### config.mk
export PLATFORM = sky130hd
export DESIGN_NAME = mem_req_arbiter
export DESIGN_NICKNAME = d
export VERILOG_FILES = /design/src/rtl/params_pkg.sv /design/src/rtl/mem_arb_timer.sv /design/src/rtl/mem_req_arbiter.sv
export SDC_FILE = /design/constraint.sdc
export NUM_CORES = 1
export LEC_CHECK = 0
export CORE_AREA = 2 2 297 299
export CTS_BUF_LIST = sky130_fd_sc_hd__clkbuf_2 sky130_fd_sc_hd__clkbuf_4 sky130_fd_sc_hd__clkbuf_8
export DETAILED_ROUTE_END_ITERATION = 6
export DIE_AREA = 0 0 299 301
export PLACE_DENSITY = 0.3
export SLEW_MARGIN = 20
export SYNTH_ARGS = -nofsm -noshare
export SYNTH_HDL_FRONTEND = slang
export SYNTH_SLANG_ARGS = --single-unit
export TNS_END_PERCENT = 10
### constraint.sdc
create_clock -name clk_i -period 2.3 [get_ports clk_i]
set_clock_uncertainty 0.15 [all_clocks]
set_input_delay 0.46 -clock clk_i [delete_from_list [all_inputs] [get_ports clk_i]]
set_output_delay 0.46 -clock clk_i [all_outputs]
set_load 0.01 [all_outputs]
### src/rtl/params_pkg.sv
// Shared address/line/size types and the arbiter's state and owner encodings for mem_req_arbiter.
package params_pkg;

    localparam int unsigned PADDR_W = 32;
    localparam int unsigned LINE_W  = 128;

    typedef logic [PADDR_W-1:0] paddr_t;
    typedef logic [LINE_W-1:0]  cacheline_t;

    typedef enum logic [1:0] {SIZE_BYTE, SIZE_HALF, SIZE_WORD, SIZE_LINE} access_size_t;

    typedef enum logic [1:0] {ARB_IDLE, ARB_GRANT, ARB_DRAIN} arb_state_t;
    typedef enum logic [1:0] {OWN_IC, OWN_DC_RD, OWN_DC_WR} arb_owner_t;

    // Within the data class a store always beats a load; fetch wins only when favoured or alone.
    function automatic arb_owner_t pick_owner(input logic ic_rd, input logic dc_rd,
                                              input logic dc_wr, input logic ic_first);
        if (ic_rd && (ic_first || !(dc_rd || dc_wr))) return OWN_IC;
        if (dc_wr) return OWN_DC_WR;
        return OWN_DC_RD;
    endfunction

endpackage

### src/rtl/mem_arb_timer.sv
// Grant timeout counter: cleared outside a grant, counts grant cycles, flags the last allowed one.
module mem_arb_timer #(
    parameter int unsigned Cycles = 1024
) (
    input  logic clk_i,
    input  logic rst_i,
    input  logic clear_i,
    input  logic en_i,
    output logic expired_o
);

    localparam int unsigned CntW = $clog2(Cycles) + 1;

    logic [CntW-1:0] count_q, count_d;

    assign expired_o = (count_q == CntW'(Cycles - 1));

    always_comb begin
        count_d = count_q;
        if (clear_i) begin
            count_d = '0;
        end else if (en_i && !expired_o) begin
            count_d = count_q + CntW'(1);
        end
    end

    always_ff @(posedge clk_i or negedge rst_i) begin
        if (!rst_i) begin
            count_q <= '0;
        end else begin
            count_q <= count_d;
        end
    end

endmodule

### src/rtl/mem_req_arbiter.sv
// Arbitrates fetch and load/store requests onto the single mem port, one transaction in flight.
// Define MEM_ARB_ROUND_ROBIN_EN to alternate priority between the fetch and data classes.
module mem_req_arbiter
    import params_pkg::*;
#(
    parameter int unsigned TIMEOUT_CYCLES = 1024
) (
    input  logic         clk_i,
    input  logic         rst_i,
    input  logic         ic_rd_req_valid_i,
    input  paddr_t       ic_req_address_i,
    output logic         ic_data_valid_o,
    output cacheline_t   ic_data_o,
    input  logic         dc_rd_req_valid_i,
    input  logic         dc_wr_req_valid_i,
    input  paddr_t       dc_req_address_i,
    input  cacheline_t   dc_wr_data_i,
    input  access_size_t dc_access_size_i,
    output logic         dc_data_valid_o,
    output cacheline_t   dc_data_o,
    output logic         dc_write_done_o,
    output logic         mem_rd_req_valid_o,
    output logic         mem_wr_req_valid_o,
    output logic         mem_req_is_instr_o,
    output paddr_t       mem_req_address_o,
    output cacheline_t   mem_wr_data_o,
    output access_size_t mem_access_size_o,
    input  logic         mem_data_valid_i,
    input  logic         mem_data_is_instr_i,
    input  cacheline_t   mem_data_i,
    input  logic         mem_write_done_i,
    output logic         err_o
);

    arb_state_t   state_q, state_d;
    arb_owner_t   owner_q, owner_d;
    arb_owner_t   winner;
    logic         mem_rd_q, mem_rd_d, mem_wr_q, mem_wr_d, is_instr_q, is_instr_d;
    paddr_t       addr_q, addr_d;
    cacheline_t   wdata_q, wdata_d;
    access_size_t size_q, size_d;
    logic         err_q, err_d;
    logic         in_grant, any_req, rd_rsp, wr_rsp, rsp_done, owner_mismatch, timer_expired;

    assign in_grant = (state_q == ARB_GRANT);
    assign any_req  = ic_rd_req_valid_i | dc_rd_req_valid_i | dc_wr_req_valid_i;

    // Responses only count while granted and only for the matching request kind.
    assign rd_rsp         = in_grant && (owner_q != OWN_DC_WR) && mem_data_valid_i;
    assign wr_rsp         = in_grant && (owner_q == OWN_DC_WR) && mem_write_done_i;
    assign rsp_done       = rd_rsp | wr_rsp;
    assign owner_mismatch = rd_rsp && (mem_data_is_instr_i != (owner_q == OWN_IC));

    assign ic_data_valid_o = rd_rsp && (owner_q == OWN_IC);
    assign ic_data_o       = ic_data_valid_o ? mem_data_i : '0;
    assign dc_data_valid_o = rd_rsp && (owner_q == OWN_DC_RD);
    assign dc_data_o       = dc_data_valid_o ? mem_data_i : '0;
    assign dc_write_done_o = wr_rsp;

    assign mem_rd_req_valid_o = mem_rd_q;
    assign mem_wr_req_valid_o = mem_wr_q;
    assign mem_req_is_instr_o = is_instr_q;
    assign mem_req_address_o  = addr_q;
    assign mem_wr_data_o      = wdata_q;
    assign mem_access_size_o  = size_q;
    assign err_o              = err_q;

    mem_arb_timer #(
        .Cycles (TIMEOUT_CYCLES)
    ) u_timer (
        .clk_i     (clk_i),
        .rst_i     (rst_i),
        .clear_i   (!in_grant),
        .en_i      (in_grant),
        .expired_o (timer_expired)
    );

`ifdef MEM_ARB_ROUND_ROBIN_EN
    logic ic_first_q, ic_first_d;

    // Whichever class just finished hands preference to the other one.
    assign ic_first_d = (in_grant && (state_d == ARB_DRAIN)) ? (owner_q != OWN_IC) : ic_first_q;
    assign winner = pick_owner(ic_rd_req_valid_i, dc_rd_req_valid_i, dc_wr_req_valid_i,
                               ic_first_q);

    always_ff @(posedge clk_i or negedge rst_i) begin
        if (!rst_i) begin
            ic_first_q <= 1'b0;
        end else begin
            ic_first_q <= ic_first_d;
        end
    end
`else
    assign winner = pick_owner(ic_rd_req_valid_i, dc_rd_req_valid_i, dc_wr_req_valid_i, 1'b0);
`endif

    always_comb begin
        state_d    = state_q;
        owner_d    = owner_q;
        mem_rd_d   = mem_rd_q;
        mem_wr_d   = mem_wr_q;
        is_instr_d = is_instr_q;
        addr_d     = addr_q;
        wdata_d    = wdata_q;
        size_d     = size_q;
        err_d      = err_q;
        unique case (state_q)
            ARB_IDLE: begin
                if (any_req) begin
                    state_d    = ARB_GRANT;
                    owner_d    = winner;
                    mem_rd_d   = (winner != OWN_DC_WR);
                    mem_wr_d   = (winner == OWN_DC_WR);
                    is_instr_d = (winner == OWN_IC);
                    addr_d     = (winner == OWN_IC) ? ic_req_address_i : dc_req_address_i;
                    wdata_d    = (winner == OWN_DC_WR) ? dc_wr_data_i : '0;
                    size_d     = (winner == OWN_IC) ? SIZE_LINE : dc_access_size_i;
                    if (dc_rd_req_valid_i && dc_wr_req_valid_i) err_d = 1'b1;
                end
            end
            ARB_GRANT: begin
                if (owner_mismatch) err_d = 1'b1;
                if (rsp_done || timer_expired) begin
                    state_d    = ARB_DRAIN;
                    mem_rd_d   = 1'b0;
                    mem_wr_d   = 1'b0;
                    is_instr_d = 1'b0;
                    addr_d     = '0;
                    wdata_d    = '0;
                    size_d     = SIZE_BYTE;
                    if (!rsp_done) err_d = 1'b1;
                end
            end
            ARB_DRAIN: state_d = ARB_IDLE;
            default:   state_d = ARB_IDLE;
        endcase
    end

    always_ff @(posedge clk_i or negedge rst_i) begin
        if (!rst_i) begin
            state_q    <= ARB_IDLE;
            owner_q    <= OWN_IC;
            mem_rd_q   <= 1'b0;
            mem_wr_q   <= 1'b0;
            is_instr_q <= 1'b0;
            addr_q     <= '0;
            wdata_q    <= '0;
            size_q     <= SIZE_BYTE;
            err_q      <= 1'b0;
        end else begin
            state_q    <= state_d;
            owner_q    <= owner_d;
            mem_rd_q   <= mem_rd_d;
            mem_wr_q   <= mem_wr_d;
            is_instr_q <= is_instr_d;
            addr_q     <= addr_d;
            wdata_q    <= wdata_d;
            size_q     <= size_d;
            err_q      <= err_d;
        end
    end

endmodule
# Yosys cells after proc, flatten, opt, wreduce, memory -nomap -nowiden

Index checks and enable logic that the tools add are counted.

Reduce and logical (&&, ||, !) cells: 22
Mux-type cells: 39
Equal/unequal tests: 12
Add/subtract/negate cells: 1
Bitwise logic cells: 3

Operators by type and width:

| cell                                                                     | number |
|---|---|
| 128-bit two-way mux                                                      | 5 |
| 128-bit case mux with 2 select lines                                     | 1 |
| 32-bit two-way mux                                                       | 3 |
| 32-bit case mux with 2 select lines                                      | 1 |
| 11-bit two-way mux                                                       | 2 |
| 2-bit two-way mux                                                        | 9 |
| 1-bit two-way mux                                                        | 12 |
| 11-bit by 1-bit adder with 11-bit output (second input constant)         | 1 |
| 11-bit by 10-bit equality test with 1-bit output (second input constant) | 1 |
| 1-bit logical AND                                                        | 10 |
| 2-bit inequality test (second input constant)                            | 4 |
| 1-bit case mux with 2 select lines                                       | 4 |
| 2-bit case mux with 2 select lines                                       | 2 |
| 2-bit logical NOT                                                        | 3 |
| 3-bit AND reduction                                                      | 2 |
| 2-bit by 1-bit equality test with 1-bit output (second input constant)   | 2 |
| 2-bit equality test (second input constant)                              | 2 |
| 2-bit by 1-bit inequality test with 1-bit output (second input constant) | 2 |
| 2-bit AND reduction                                                      | 2 |
| 1-bit bitwise OR                                                         | 3 |
| 1-bit logical NOT                                                        | 2 |
| 1-bit logical OR                                                         | 2 |
| 2-bit nonzero test                                                       | 1 |
| 1-bit inequality test                                                    | 1 |

Register bits: 181
Bits of input ports: 330
Word-level logic and storage cells: 87

# Longest topological paths before layout

Gate-level depths: netlist of the first run.

Depth after elaboration: 11
Gate-level depth with buffers: 7
Mapped depth without buffers: 5

# Hierarchy

A second synthesis of the first run with hierarchy kept.

Cell total of the unflattened synthesis: 1296
Area, all modules: 10759.1 sq um

Modules (own cells, without submodules):

| module          | times used | area each (sq um) | cells an instance |
|---|---|---|---|
| mem_req_arbiter | 1          | 10104.7           | 1227 |
| mem_arb_timer   | 1          | 654.4             | 69 |

# Worst setup path before layout of the first run

Ideal clock, no wire load.

Kind: register -> output
Start: register state_q[1]
End: output dc_data_o[108]
Data arrival time: 1574 ps
Stages on the path, launching flop included: 7
Data required time: 1690 ps
Setup slack: 116 ps
Path buffers: 2
Cells stage by stage: dfrtp_1 -> and2b_1 -> nand2_1 -> nor3b_2 -> clkbuf_1 -> clkbuf_1 -> and2_1

Longest elaborated chain between the ends: 5

Ends and longest elaborated chain:

| element                                        | line                   | source |
|---|---|---|
| from (decl)                                    | mem_req_arbiter.sv:35  | `arb_state_t state_q, state_d;` |
| from (signal assigned)                         | mem_req_arbiter.sv:151 | `state_q <= state_d;` |
| 2-bit by 1-bit equality test with 1-bit output | mem_req_arbiter.sv:45  | `assign in_grant = (state_q == ARB_GRANT);` |
| 1-bit logical AND (2 in series)                | mem_req_arbiter.sv:49  | `assign rd_rsp = in_grant && (owner_q != OWN_DC_WR) && mem_data_valid_i;` |
| 1-bit logical AND                              | mem_req_arbiter.sv:56  | `assign dc_data_valid_o = rd_rsp && (owner_q == OWN_DC_RD);` |
| 128-bit two-way mux                            | mem_req_arbiter.sv:57  | `assign dc_data_o = dc_data_valid_o ? mem_data_i : '0;` |
| to (decl)                                      | mem_req_arbiter.sv:20  | `output cacheline_t dc_data_o,` |

Every way passes these cells.

# Worst setup path in the final report of the first run

Start: register state_q[1]
End: output ic_data_o[99]

Longest elaborated chain between the ends: 5

Ends and longest elaborated chain:

| element                                        | line                  | source |
|---|---|---|
| 2-bit by 1-bit equality test with 1-bit output | mem_req_arbiter.sv:45 |  |
| 1-bit logical AND (2 in series)                | mem_req_arbiter.sv:49 |  |
| 1-bit logical AND                              | mem_req_arbiter.sv:54 | `assign ic_data_valid_o = rd_rsp && (owner_q == OWN_IC);` |
| 128-bit two-way mux                            | mem_req_arbiter.sv:55 | `assign ic_data_o = ic_data_valid_o ? mem_data_i : '0;` |
| to (decl)                                      | mem_req_arbiter.sv:13 | `output cacheline_t ic_data_o,` |

Every way passes these cells.

==> results of run 1 <==
-- power by group through the flow --
stage / Clock (uW) / Sequential, uW / Combinational (uW)
after global placement: 0 / 5450 / 10600
after CTS: 2520 / 5410 / 10600
final: 2350 / 5390 / 10400
after global routing: 2610 / 5570 / 11100
after floorplan: 0 / 5890 / 3390
after detailed placement: 0 / 5390 / 10500
-- per-stage QoR --
step                instances  hold slack [ns]
finish                   2762           0.3318
global route             2760           0.3146
CTS                      2752           0.2615
detailed placement       2700           0.3203
global placement         2700           0.3155
floorplan                 776          0.01441
-- state kept, by name, summed over array words and instances (netlist names) --
| register | cells |
|---|---|
| owner_q | 2 |
| mem_wr_req_valid_o | 1 |
| err_o | 1 |
| mem_req_is_instr_o | 1 |
| mem_wr_data_o | 128 |
| state_q | 2 |
| mem_access_size_o | 2 |
| mem_rd_req_valid_o | 1 |
| mem_req_address_o | 32 |
| u_timer.count_q | 11 |
-- final cells by class --
cell class              instances  area [sq um]
inverters                       1         3.754
well taps                    1155          1445
clock buffers                  20         262.8
flip-flops and latches        181          4534
clock inverters                10         123.9
repair buffers                859          8623
fillers                      9407         67520
diodes                         10         25.02
multi-input cells             526          3949
-- path summary, 6_finish.rpt --
path                       slack [ns]                        endpoint  cells after the start                           start
setup / recovery                -0.78                   ic_data_o[99]                      7          state_q[1]$_DFFE_PN0P_
hold / removal                   0.33   mem_wr_data_o[47]$_DFFE_PN0P_                      2                           rst_i
setup reg to reg                 0.22   mem_wr_data_o[79]$_DFFE_PN0P_                      7          owner_q[1]$_DFFE_PN0P_
hold reg to reg                  0.34  mem_wr_req_valid_o$_DFFE_PN0P_                      1  mem_wr_req_valid_o$_DFFE_PN0P_
max in group asynchronous        1.01  mem_wr_data_o[108]$_DFFE_PN0P_                      3                           rst_i
min in group clk_i               0.34  mem_wr_req_valid_o$_DFFE_PN0P_                      1  mem_wr_req_valid_o$_DFFE_PN0P_
-- metal layers --
layer  up-vias  part of all wire  routed length (um)
met5         -           0.00040                  25
met1      4486              0.35               21530
met2       488              0.54               33480
met4         4             0.027                1640
met3        73             0.084                5200
li1       4352                 -                   -
-- worst reg2reg max path, stage by stage, from the launching register on --
cell and delay [ns]:
dfrtp_1 0.45, buf_4 0.18, and3b_2 0.21, a211o_1 0.33
o21ai_4 0.16, buf_12 0.19, buf_12 0.20, a22o_1 0.18
-- cell families (layout without fill, tap and decap cells) --
kind of cell	after synthesis	count (layout)	share of synthesized area
other	0	10	0
xor gates and xnor gates	4	4	0.004019
buffers and inverters	69	890	0.04219
DFF	181	181	0.5194
muxes	33	33	0.03788
and+or+nand+nor	296	296	0.2101
AOI/OAI and AO/OA	192	192	0.1850
adders and majority gates	1	1	0.001435
-- synth_stat cells (2+ instances only) --
master     count
and2_1       257
dfrtp_1      181
a22o_1       129
clkbuf_1      44
o2bb2ai_1     34
mux2i_1       33
buf_6         10
a21oi_1        9
nor2_1         9
buf_4          7
o21ai_0        7
buf_2          6
nand2_1        5
a31oi_1        4
nand3_1        4
nor3_1         3
or3_1          3
xnor2_1        3
a21o_1         2
a32o_1         2
and3_1         2
and3b_1        2
and4_1         2
nand2b_1       2
nand4_1        2
-- repair_timing --
| action | CTS | global route |
|---|---|---|
| hold endpoints to repair | 45 | 0 |
| pin swaps | 15 | 4 |
| cloned | 7 | 0 |
| resized for setup | 699 | 76 |
| setup buffers | 15 | 0 |
| endpoints found under the setup margin | 263 | 259 |
| hold buffers | 1 | 0 |
-- placed cells by master, fill, tap and decap left out, types with 3 or more instances in the layout --
cell	synthesis	final
dfrtp_1	181	177
clkdlybuf4s15_1	0	5
a31oi_1	4	4
nor2_1	9	9
nand2_1	5	4
buf_16	0	4
diode_2	0	10
clkdlybuf4s50_1	0	541
dlygate4sd2_1	0	21
nand3_1	4	4
buf_2	6	62
o2bb2ai_1	34	34
dfrtp_2	0	4
dlymetal6s2s_1	0	14
mux2i_1	33	33
and2_1	257	222
or3_1	3	3
a21oi_1	9	9
buf_4	7	55
and2_4	0	34
clkdlybuf4s15_2	0	60
inv_6	0	3
a22o_1	129	129
xnor2_1	3	3
buf_12	0	25
clkbuf_8	0	19
o21ai_0	7	7
buf_6	10	54
clkbuf_2	0	10
buf_8	0	5
==> flow_metrics.env, run 1 <==
export IMPL_path_clk_slew_ns=0.10
export IMPL_synth_seq_cells=181
export IMPL_cp_cell_sequence="and2b_2 > nand2_4 > nor3_4 > buf_12 > buf_12 > and2_1 > clkdlybuf4s50_1"
export IMPL_relSlewSlack=0.6283
export IMPL_hp_class="in2async"
export IMPL_htreeDepth=4
export IMPL_numCtsBuffers=17
export IMPL_ios=755
export IMPL_post_route_util=0.2193
export IMPL_syn_avg_cell_area_sq_um=11.24
export IMPL_hold_viol_final=0
export IMPL_die_width_um=299
export IMPL_drc=0
export IMPL_criticalPathCategory="reg2out"
export IMPL_dieArea_sq_mm=0.09000
export IMPL_yosysWarnings=0
export IMPL_cts_root_buf="clkbuf_8"
export IMPL_gp_congestion=0.8754
export IMPL_antenna_found_initial=29
export IMPL_detail_route_wl_per_cell_um=22.40
export IMPL_pre_cts_ws_ns=-0.8683
export IMPL_fmax_mhz=324.2
export IMPL_power_switching_uw=6927
export IMPL_met1_usage=0.1315
export IMPL_tritoncts="yes"
export IMPL_met2_usage=0.2473
export IMPL_sequentialPowerShare=0.297
export IMPL_vdd_drop_max_v=0.0005247
export IMPL_clkLatencyLatePin_ns=0.53
export IMPL_p_int_uw=11220
export IMPL_tightest_slew_ns=0.5575
export IMPL_grt_most_used_layer="met2"
export IMPL_firstDrtPassIters=4
export IMPL_p_total_uw=18150
export IMPL_comb_power_share=0.574
export IMPL_grt_pass1_vias=10140
export IMPL_grt_max_degree=55
export IMPL_grtUsageMet3=0.04978
export IMPL_synth_largest_area_cell="dfrtp_1"
export IMPL_synth_edf_count=0
export IMPL_syn2layout_area_growth_pct=117.5
export IMPL_dpl_cell_area_sq_mm=0.01829
export IMPL_final_setup_tns_ns=-135.09
export IMPL_p_per_area_mw_per_mm2=957.0
export IMPL_rsz0062_at_grt="yes"
export IMPL_switching_share=0.3816
export IMPL_synth_cell_types=39
export IMPL_seq_area_frac_synth=0.5194
export IMPL_grt_pass1_wl_um=83660
export IMPL_grt_usage=0.1326
export IMPL_drive_gt1_frac=0.2217
export IMPL_endpoint_kind="primary output"
export IMPL_final_antenna_net_count=0
export IMPL_vias=9403
export IMPL_cp_required_ns=1.69
export IMPL_crit_family="buffers and inverters"
export IMPL_core_area_sq_mm=0.08648
export IMPL_clock_sinks=181
export IMPL_synth_nets=1107
export IMPL_rows=108
export IMPL_port_buffers=754
export IMPL_fin_area_sq_mm=0.01897
export IMPL_synth_area_sq_mm=0.008720
export IMPL_clk_path_buf_depth=2
export IMPL_setup_viol=259
export IMPL_ys_flop_type="dfrtp_1"
export IMPL_crit_buf_inv=3
export IMPL_outcome="finished, violations left"
export IMPL_worstPathArrival_ns=2.47
export IMPL_fp_dieH_um=301
export IMPL_synthArstFlopShare=1.000
export IMPL_hpwl_um=51170
export IMPL_synthCells=776
export IMPL_drt_initial_drc_count=384
export IMPL_final_nets=1917
export IMPL_critPathSlowestCell="clkdlybuf4s50_1"
export IMPL_drv_cap=0
export IMPL_via_per_inst=3.404
export IMPL_p_clk_frac=0.129
export IMPL_path_max_fanout=31
export IMPL_synth_top_area_frac=0.5194
export IMPL_power_leakage_uw=0.008248
export IMPL_routed_wl_um=61880
export IMPL_layout_setup_ws_ns=-0.7841
export IMPL_start_util=0.1008
export IMPL_grt_overflow_total=0
export IMPL_cp_slowest_stage_delay_ns=0.54
export IMPL_drv_slew=0
export IMPL_min_period_ns=3.084
export IMPL_synthTopCellsByArea="dfrtp_1 (52%), and2_1 (18%), a22o_1 (13%), mux2i_1 (3.8%), o2bb2ai_1 (3.4%)"
export IMPL_crit_path_start_kind="flip-flop"
export IMPL_finalCritPeriodShare=1.341
export IMPL_crit_top_cell="buf_12"
export IMPL_violations="negative setup slack"
Note: power is estimated with default switching activity, not from simulation.
==> run 2, diff against run 1 <==
--- a/config.mk
+++ b/config.mk
@@ -5,11 +5,12 @@
 export SDC_FILE = /design/constraint.sdc
 export NUM_CORES = 1
 export LEC_CHECK = 0
-export CORE_AREA = 2 2 297 299
+export ABC_AREA = 1
+export CORE_AREA = 2 2 292 294
 export CTS_BUF_LIST = sky130_fd_sc_hd__clkbuf_2 sky130_fd_sc_hd__clkbuf_4 sky130_fd_sc_hd__clkbuf_8
 export DETAILED_ROUTE_END_ITERATION = 6
-export DIE_AREA = 0 0 299 301
-export PLACE_DENSITY = 0.3
+export DIE_AREA = 0 0 294 296
+export PLACE_DENSITY = 0.32
 export SLEW_MARGIN = 20
 export SYNTH_ARGS = -nofsm -noshare
 export SYNTH_HDL_FRONTEND = slang
==> run 2 against run 1 <==
Against the previous run: the run still ends with negative setup slack left; die area shrank 3.3%; worst setup slack better by 0.29 ns; power is 3.0% higher; sequential cell count unchanged; synthesized area is 15% higher; sequential power fell by 3.9%; clock power rose by 6%; cell count increased by 23%; non-clock buffer count is 5 lower; sequential share of layout area is 1.4 points lower; register-to-register slack hardly changed; count of clock-buffer cells in the layout down 3; critical endpoint is now ic_data_o[76]; highest routed layer unchanged.
==> flow_metrics.env, run 2 <==
export IMPL_outcome="finished, violations left"
export IMPL_violations="negative setup slack"
export IMPL_fin_area_sq_mm=0.02009
export IMPL_rows=107
export IMPL_relSlewSlack=0.5607
export IMPL_ios=755
export IMPL_layout_commonest_cell="clkdlybuf4s50_1"
export IMPL_p_per_area_mw_per_mm2=930.3
export IMPL_synth_nets=1844
export IMPL_synth_largest_area_cell="dfrtp_1"
export IMPL_syn_avg_cell_area_sq_um=6.649
export IMPL_sequentialPowerShare=0.277
export IMPL_hold_viol_final=0
export IMPL_synth_area_sq_mm=0.01006
export IMPL_endpoint_kind="primary output"
export IMPL_worstPathArrival_ns=2.18
export IMPL_grt_pass1_wl_um=100300
export IMPL_numCtsBuffers=17
export IMPL_synthCells=1513
export IMPL_synthArstFlopShare=1.000
export IMPL_drive_gt1_frac=0.2351
export IMPL_yosys_top_cells_count="nand2_1 (466), nor2_1 (374), dfrtp_1 (181)"
export IMPL_firstDrtPassIters=4
export IMPL_grt_pass1_vias=12580
export IMPL_layout_setup_ws_ns=-0.4914
export IMPL_p_int_uw=10310
export IMPL_instances_no_fill=3401
export IMPL_syn2layout_area_growth_pct=99.70
export IMPL_clock_sinks=181
export IMPL_met1_usage=0.1790
export IMPL_path_max_fanout=6
export IMPL_routed_wl_um=77000
export IMPL_synth_top_area_frac=0.4502
export IMPL_final_antenna_net_count=0
export IMPL_largest_reg_flops=128
export IMPL_ys_flop_type="dfrtp_1"
export IMPL_finalCritPeriodShare=1.214
export IMPL_clk_path_buf_depth=2
export IMPL_dpl_cell_area_sq_mm=0.01911
export IMPL_tritoncts="yes"
export IMPL_gp_congestion=0.9466
export IMPL_clkLatencyLatePin_ns=0.55
export IMPL_placed_cells=3308
export IMPL_rsz0062_at_grt="yes"
export IMPL_min_period_ns=2.791
export IMPL_detail_route_wl_per_cell_um=22.64
export IMPL_antenna_found_initial=29
export IMPL_final_nets=2615
export IMPL_comb_power_share=0.590
export IMPL_grt_usage=0.1637
export IMPL_dieArea_sq_mm=0.08702
export IMPL_power_switching_uw=8381
export IMPL_synth_seq_cells=181
export IMPL_drv_slew=0
export IMPL_crit_path_start_kind="flip-flop"
export IMPL_criticalPathCategory="reg2out"
export IMPL_pre_cts_ws_ns=-0.8696
export IMPL_cts_root_buf="clkbuf_8"
export IMPL_synth_cell_types=23
export IMPL_drv_cap=0
export IMPL_port_buffers=754
export IMPL_vias=12560
export IMPL_fp_dieH_um=296
export IMPL_grt_max_degree=108
export IMPL_grt_most_used_layer="met2"
export IMPL_synthTopCellsByArea="dfrtp_1 (45%), nand2_1 (17%), nor2_1 (14%), nand3_1 (8.6%), inv_1 (6.6%)"
export IMPL_cp_required_ns=1.69
export IMPL_final_setup_tns_ns=-100.57
export IMPL_drt_initial_drc_count=521
export IMPL_yosysMostFrequentCell="nand2_1"
export IMPL_fmax_mhz=358.2
export IMPL_drc=0
export IMPL_path_clk_slew_ns=0.13
export IMPL_start_util=0.1195
export IMPL_grtUsageMet3=0.05066
export IMPL_vdd_drop_max_v=0.0005642
export IMPL_p_clk_frac=0.133
export IMPL_hpwl_um=59690
export IMPL_tightest_slew_ns=0.6590
export IMPL_hp_class="in2reg"
export IMPL_die_width_um=294
export IMPL_switching_share=0.4484
export IMPL_power_leakage_uw=0.01036
export IMPL_core_area_sq_mm=0.08421
export IMPL_mostFrequentLayoutCells="clkdlybuf4s50_1 (491), nand2_1 (463), nor2_1 (245), dfrtp_1 (181), inv_1 (177)"
export IMPL_met2_usage=0.3051
export IMPL_grt_overflow_total=0
export IMPL_seq_area_frac_synth=0.4502
export IMPL_htreeDepth=4
export IMPL_setup_viol=258
export IMPL_synth_edf_count=0
export IMPL_via_per_inst=3.694
export IMPL_yosysWarnings=0
## run 2: cell count changes in the layout (fill, tap and decap cells not counted), moves of 43 or more
cell,previous run,this run
nand2_1,4,463
inv_1,1,177
nor2_1,9,245
nor2_4,0,43
a22o_1,129,0
and2_1,222,0
nand3_1,4,171
clkdlybuf4s50_1,541,491
buf_2,62,144
clkdlybuf4s15_2,60,0
nor2_2,0,90
## run 2: final cells by class
type	instances	area (sq um)
clock buffer	17	234.0
sequential	181	4529
tap	1090	1364
multi-input combinational	1047	4853
fill	9429	64120
inverter	183	686.9
antenna	14	35.03
timing repair buffer	854	8193
clock inverter	15	193.9
## run 2: path summary, 6_finish.rpt
path	from	to	slack, ns	depth (start not counted)
max in group asynchronous	rst_i	mem_req_address_o[20]$_DFFE_PN0P_	1.07	3
setup / recovery	owner_q[1]$_DFFE_PN0P_	ic_data_o[76]	-0.49	10
hold reg to reg	mem_wr_data_o[99]$_DFFE_PN0P_	mem_wr_data_o[99]$_DFFE_PN0P_	0.33	2
setup reg to reg	owner_q[1]$_DFFE_PN0P_	mem_req_address_o[12]$_DFFE_PN0P_	0.23	12
hold / removal	dc_wr_req_valid_i	mem_rd_req_valid_o$_DFFE_PN0P_	0.13	4
min in group asynchronous	rst_i	mem_wr_data_o[66]$_DFFE_PN0P_	0.30	2
## run 2: cell families (layout without fill, tap and decap cells)
family                     after synthesis  after routing  synth area share
DFF                                    181            181            0.4502
buffers and inverters                  286           1069            0.1287
adders and majority gates                1              1          0.001244
AOI/OAI and AO/OA                       19             19           0.01107
other                                    0             14                 0
xor gates and xnor gates                 1              1         0.0008708
and+or+nand+nor                       1025           1026            0.4078
## run 2: routing by layer
metal	share of wire	wire [um]
met1	0.38	29360
met2	0.53	40880
met3	0.064	4960
met4	0.022	1700
met5	0.0013	97
## run 2: repair_timing
item,in CTS,in global routing
setup endpoints to repair,266,283
pin swaps,4,4
gates resized for setup,520,663
hold buffers,1,0
endpoints found under the hold margin,41,0
cloned,5,16
setup buffers,7,19
## run 2: critical path, stage by stage, from the launching register on
cell       delay, ns
dfrtp_1         0.45
nand2_2         0.08
nand2_2         0.07
nor2_4          0.10
buf_12          0.15
nand2_8         0.09
buf_12          0.16
buf_8           0.13
clkbuf_16       0.16
nor2_1          0.08
buf_2           0.14
## run 2: stage by stage
step           utilization  power (uW)  hold WS, ns
2_1_floorplan            -        9569      0.01441
3_3_place_gp        0.2270       15950       0.3036
4_1_cts             0.2336       18840      0.03362
3_5_place_dp        0.2270       15920       0.3073
5_1_grt             0.2384       20070      0.09155
6_report            0.2386       18690       0.1337
## run 2: power by group through the flow
stage               Sequential, uW  Clock, uW  Combinational (uW)
floorplan                     5760          0                3810
global placement              5210          0               10700
detailed placement            5240          0               10700
global route                  5370       2770               11900
finish                        5180       2480               11000
CTS                           5200       2690               11000
